## src/rtl/hilo_divider.sv

```systemverilog
// hilo_divider: sequential signed 32-bit divider feeding the HI/LO register pair.
// A start in IDLE latches operand magnitudes and signs. CALC then runs 32
// restoring shift-subtract steps, and FIX applies the result signs and writes
// HI (remainder) and LO (quotient).
// Optional build macro DIV_ZERO_FAST_EN: a zero divisor skips CALC and finishes
// on the next edge with HI=A, LO=0, div_by_zero=1. Without the macro a zero
// divisor runs the full sequence and div_by_zero stays 0.
module hilo_divider (
    input  logic        clk,
    input  logic        reset,
    input  logic        start,
    input  logic [31:0] A,
    input  logic [31:0] B,
    output logic        busy,
    output logic        done,
    output logic [31:0] HI,
    output logic [31:0] LO,
    output logic        div_by_zero
);

    typedef enum logic [1:0] {
        IDLE = 2'd0,
        CALC = 2'd1,
        FIX  = 2'd2
    } state_t;

    state_t      state;
    state_t      next_state;

    logic [4:0]  count;
    logic [31:0] divisor_mag;
    logic [31:0] rem;
    logic [31:0] quo;
    logic        sign_a;
    logic        sign_q;

    logic        accept;
    logic        load;
    logic        step;
    logic        finish;

    logic [31:0] abs_a;
    logic [31:0] abs_b;
    logic [32:0] trial;
    logic        step_ge;
    logic [31:0] step_rem;
    logic [31:0] signed_quo;
    logic [31:0] signed_rem;

`ifdef DIV_ZERO_FAST_EN
    logic        b_is_zero;
    logic        zero_div;

    assign b_is_zero = (B == 32'd0);
`endif

    // A request is taken only when idle and not in the done cycle, so a start
    // held through completion never chains into a second operation.
    assign accept = (state == IDLE) && start && !done;
    assign busy   = (state != IDLE);

    // Magnitudes are plain unsigned negation, so 0x80000000 maps to itself.
    assign abs_a = A[31] ? (32'd0 - A) : A;
    assign abs_b = B[31] ? (32'd0 - B) : B;

    // One restoring step: bring the next dividend bit (MSB of quo) into the
    // partial remainder and subtract the divisor if it fits. The 33-bit trial
    // keeps the bit that falls off the top of the 32-bit remainder.
    assign trial    = {rem, quo[31]};
    assign step_ge  = (trial >= {1'b0, divisor_mag});
    assign step_rem = trial[31:0] - divisor_mag;

    // Sign correction: quotient follows sign(A) XOR sign(B), remainder sign(A).
    assign signed_quo = sign_q ? (32'd0 - quo) : quo;
    assign signed_rem = sign_a ? (32'd0 - rem) : rem;

    // Next-state and control strobes for the IDLE -> CALC -> FIX sequence.
    always_comb begin
        next_state = state;
        load       = 1'b0;
        step       = 1'b0;
        finish     = 1'b0;
        case (state)
            IDLE: begin
                if (accept) begin
                    load = 1'b1;
`ifdef DIV_ZERO_FAST_EN
                    if (b_is_zero) begin
                        next_state = FIX;
                    end else begin
                        next_state = CALC;
                    end
`else
                    next_state = CALC;
`endif
                end
            end
            CALC: begin
                step = 1'b1;
                if (count == 5'd0) begin
                    next_state = FIX;
                end
            end
            FIX: begin
                finish     = 1'b1;
                next_state = IDLE;
            end
            default: begin
                next_state = IDLE;
            end
        endcase
    end

    // State register.
    always_ff @(posedge clk or negedge reset) begin
        if (!reset) begin
            state <= IDLE;
        end else begin
            state <= next_state;
        end
    end

    // Iteration counter: 31 at load, counts down once per CALC step.
    always_ff @(posedge clk or negedge reset) begin
        if (!reset) begin
            count <= 5'd0;
        end else if (load) begin
            count <= 5'd31;
        end else if (step && (count != 5'd0)) begin
            count <= count - 5'd1;
        end
    end

    // Operand capture at accept and the shift-subtract datapath during CALC.
    // The quotient register starts holding |A| and shifts dividend bits out
    // while quotient bits shift in.
    always_ff @(posedge clk or negedge reset) begin
        if (!reset) begin
            divisor_mag <= 32'd0;
            rem         <= 32'd0;
            quo         <= 32'd0;
            sign_a      <= 1'b0;
            sign_q      <= 1'b0;
        end else if (load) begin
            divisor_mag <= abs_b;
            sign_a      <= A[31];
            sign_q      <= A[31] ^ B[31];
`ifdef DIV_ZERO_FAST_EN
            if (b_is_zero) begin
                rem <= abs_a;
                quo <= 32'd0;
            end else begin
                rem <= 32'd0;
                quo <= abs_a;
            end
`else
            rem <= 32'd0;
            quo <= abs_a;
`endif
        end else if (step) begin
            rem <= step_ge ? step_rem : trial[31:0];
            quo <= {quo[30:0], step_ge};
        end
    end

`ifdef DIV_ZERO_FAST_EN
    // Remember whether the accepted divisor was zero, for reporting in FIX.
    always_ff @(posedge clk or negedge reset) begin
        if (!reset) begin
            zero_div <= 1'b0;
        end else if (load) begin
            zero_div <= b_is_zero;
        end
    end
`endif

    // Result registers: HI/LO change only in FIX, with a one-cycle done pulse.
    always_ff @(posedge clk or negedge reset) begin
        if (!reset) begin
            HI   <= 32'd0;
            LO   <= 32'd0;
            done <= 1'b0;
        end else begin
            done <= finish;
            if (finish) begin
                HI <= signed_rem;
                LO <= signed_quo;
            end
        end
    end

`ifdef DIV_ZERO_FAST_EN
    // Zero-divisor flag, qualified by done.
    always_ff @(posedge clk or negedge reset) begin
        if (!reset) begin
            div_by_zero <= 1'b0;
        end else if (finish) begin
            div_by_zero <= zero_div;
        end else begin
            div_by_zero <= 1'b0;
        end
    end
`else
    assign div_by_zero = 1'b0;
`endif

endmodule

```

## config.mk

```make
export PLATFORM = sky130hd
export DESIGN_NAME = hilo_divider
export DESIGN_NICKNAME = d
export VERILOG_FILES = /design/src/rtl/hilo_divider.sv
export SDC_FILE = /design/constraint.sdc
export NUM_CORES = 1
export LEC_CHECK = 0
export ABC_AREA = 1
export CAP_MARGIN = 25
export CORE_MARGIN = 3
export CORE_UTILIZATION = 50
export CTS_BUF_LIST = sky130_fd_sc_hd__clkbuf_8
export CTS_CLUSTER_DIAMETER = 120
export DETAILED_ROUTE_END_ITERATION = 16
export GPL_TIMING_DRIVEN = 0
export PLACE_DENSITY = 0.74
export SETUP_SLACK_MARGIN = 0.5
export SKIP_CTS_REPAIR_TIMING = 1
export SLEW_MARGIN = 40
export SYNTH_ARGS = -nofsm -noshare
export SYNTH_HDL_FRONTEND = slang
export SYNTH_SLANG_ARGS = --single-unit
```

## constraint.sdc

```tcl
create_clock -name clk -period 3.98 [get_ports clk]
set_input_delay 0.597 -clock clk [delete_from_list [all_inputs] [get_ports clk]]
set_output_delay 0.597 -clock clk [all_outputs]
set_load 0.05 [all_outputs]
```

==> results_dict.tcl <==
set metrics [dict create \
    relSlewSlack_pct 55.51 \
    start_util_pct 51.57 \
    worst_pin_slew_ns 0.6674 \
    cts.clk_slew.worst_paths_ns 0.11 \
    die_w_um 168.1 \
    num-fill-cells 2509 \
    rsz0062_at_grt "false" \
    yosysWarnings 0 \
    syn_avg_cell_area_um2 6.410 \
    worstPathArrival_ns 3.16 \
    postSynthCellCount 2049 \
    via_count 13700 \
    synth_area_um2 13140 \
    yosysTopAreaCellShare_pct 32.39 \
    portBuffers 132 \
    crit_path_max_fanout 4 \
    overflow 0 \
    synth_largest_area_cell "dfrtp_1" \
    clock_path_buffers 2 \
    fin_ws_ns 1.193 \
    dp_hpwl_um 33670 \
    ys_ff_latch 170 \
    r2r-end "rem[28]" \
    die-area_um2 28250 \
    finalHoldViolations 0 \
    synth_nets 2155 \
    wl_per_cell_um 16.20 \
    dr.pass1.iters 5 \
    num_antenna_cells 0 \
    seq_area_frac_synth_pct 32.39 \
    hold_path_depth 2 \
    root_buffer "clkbuf_8" \
    drt-total-wl_um 41250 \
    fin_util_pct 60.32 \
    grt_usage_pct 29.21 \
    outcome "completed" \
    first_iter_violations 1196 \
    startpoint "quo[31]" \
    gp_congestion 1.004 \
    cts_max_level 4 \
    slew_violations 0 \
    drive_above_1_share_pct 4.242 \
    r2r_setup_slack_ns 1.19 \
    synth_edf_count 0 \
    io_pins 134 \
    core_um2 25470 \
    r2r_start "quo[31]" \
    crit_required_ns 4.35 \
    clk_latency_ns 0.49 \
    via_per_inst 5.380 \
    area_growth_pct 16.97 \
    die_y_um 168.1 \
    grt_pass1_wl_um 66460 \
    antenna_found_initial 0 \
    hp-start "divisor_mag[29]" \
    start_kind "flip-flop" \
    drc 0 \
    fmax_ghz 0.3588 \
    ys_top_cells_by_area "dfrtp_1 (32%), nand2_1 (19%), inv_1 (7.9%)" \
    fin_crit_ns 2.787 \
    fin_tns_setup_ns 0 \
    async_flop_share_pct 100.0 \
    cts_tree "built" \
    r2r_cells 16 \
    hold_end "divisor_mag[29]" \
    setup_viol 0 \
    worstSetupPathType "flip-flop to flip-flop" \
    synth_top_flop_cell "dfrtp_1" \
    clkSinkCount 170 \
    end_kind "flip-flop" \
    cap_violations 0 \
    p_per_area_nw_per_um2 977.5 \
    ys_types 51 \
    fp-row-count 58 \
    vdd_ir_drop_max_mv 0.5753 \
    final_antenna_net_count 0 \
    fin_nets 2309 \
    p_total_mw 15.02 \
    grt_max_degree 78 \
    fin_crit_sh_pct 70.03 \
    grt_pass1_vias 12690 \
    cts_buffers 17 \
    p_leak_nw 7.744 \
    hold_path.class "flip-flop to flip-flop" \
    pre_cts_slack_ns 1.145 \
    finClkSkew_ns 0.02650 \
]
## worst max-delay path: stages (launching register included)
cell and delay, ns:
dfrtp_1 0.47, inv_1 0.19, ha_1 0.20, inv_1 0.07, fa_1 0.44, nand3_1 0.11
nand3_1 0.18, nand2_1 0.11, nand2_1 0.14, nand2_1 0.09, nand2_1 0.11, nand2_1 0.16
nand2_1 0.07, nand2_1 0.05, nand3_1 0.13, nand2_1 0.11, nand2_1 0.05
## kinds of logic after synthesis
kind of cell / count (synthesis) / synth area share [%]
flops: 170 / 32.39
buf+inv: 354 / 10.60
fa+ha+maj: 39 / 3.772
other cells: 1 / 0.02855
xor+xnor: 86 / 5.734
compound gates: 237 / 9.754
simple gates: 1162 / 37.72
## state kept, by name, summed over array words and instances, names as in the netlist
register	flops
quo	32
divisor_mag	32
sign_q	1
done	1
sign_a	1
rem	32
count	5
HI	32
state	2
LO	32
## how the worst max path moves through the flow
stage                      end
2_1_floorplan          rem[28]
3_3_place_gp    divisor_mag[4]
3_5_place_dp   divisor_mag[26]
4_1_cts                rem[28]
5_1_grt                rem[28]
6_report               rem[28]
## stage by stage
stage	area [µm²]	hold WS, ns	std cells
2_1_floorplan	13140	0.3014	2049
3_3_place_gp	14870	0.4621	2511
3_5_place_dp	14930	0.4427	2513
4_1_cts	15350	-0.08665	2545
5_1_grt	15360	0.5177	2546
6_report	15360	0.4925	2546
## report_power, final
group | internal [mW] | total, mW | leakage (nW) | switching (mW)
sequential | 2.58 | 3.43 | 2.07 | 0.848
combinational | 3.40 | 10.2 | 5.46 | 6.85
clock | 0.491 | 1.34 | 0.208 | 0.851
## layer usage
metal	share of wire, %	track usage [%]
met3	8.4	4.273
met2	41	42.55
met5	0	0
met4	2.7	9.321
met1	48	44.59
## area by class of cell
type	count	area [µm²]	area share, %
clock buffers	17	234.0	1.523
flip-flops and latches	170	4254	27.69
repair buffers	135	1391	9.056
well taps	330	412.9	2.688
plain buffers	65	307.8	2.003
clock inverters	15	187.7	1.222
inverters	289	1085	7.061
multi-input cells	1525	7491	48.76
## Yosys cell counts (2+ instances only)
| master | number |
|---|---|
| nand2_1 | 668 |
| or2_0 | 3 |
| nand3b_1 | 11 |
| inv_1 | 278 |
| o31ai_1 | 5 |
| xor2_1 | 69 |
| clkinv_1 | 5 |
| nor4_1 | 4 |
| nor2_1 | 189 |
| nand3_2 | 6 |
| xnor2_1 | 17 |
| and2_1 | 2 |
| dfrtp_1 | 170 |
| buf_4 | 3 |
| buf_1 | 9 |
| nand2_2 | 8 |
| buf_2 | 6 |
| a31oi_1 | 9 |
| o21bai_1 | 4 |
| o21ai_0 | 142 |
| or2_2 | 7 |
| inv_2 | 6 |
| clkbuf_1 | 41 |
| o22ai_1 | 7 |
| ha_1 | 38 |
| nand4_1 | 27 |
| o211ai_1 | 4 |
| nor2_2 | 6 |
| nor2_4 | 3 |
| o21ai_1 | 17 |
| nand3_1 | 192 |
| o221ai_1 | 3 |
| a21oi_1 | 40 |
| buf_6 | 6 |
| nor3_1 | 28 |
## cells in the final DEF, fill, tap and decap left out, drive strengths merged, types with 3 or more instances in the layout
| cell | count |
|---|---|
| nand2 | 678 |
| inv | 292 |
| nor2 | 199 |
| nand3 | 198 |
| dfrtp | 170 |
| o21ai | 160 |
| clkdlybuf4s50 | 131 |
| xor2 | 69 |
| clkbuf | 58 |
| a21oi | 40 |
| ha | 38 |
| nor3 | 28 |
| nand4 | 27 |
| buf | 27 |
| xnor2 | 17 |
| nand3b | 11 |
| clkinv | 11 |
| a31oi | 10 |
| or2 | 10 |
| o22ai | 7 |
| nor4 | 6 |
| o31ai | 5 |
| o211ai | 4 |
| o21bai | 4 |
| o221ai | 3 |
| and2 | 3 |
(Power assumes the default switching activity.)
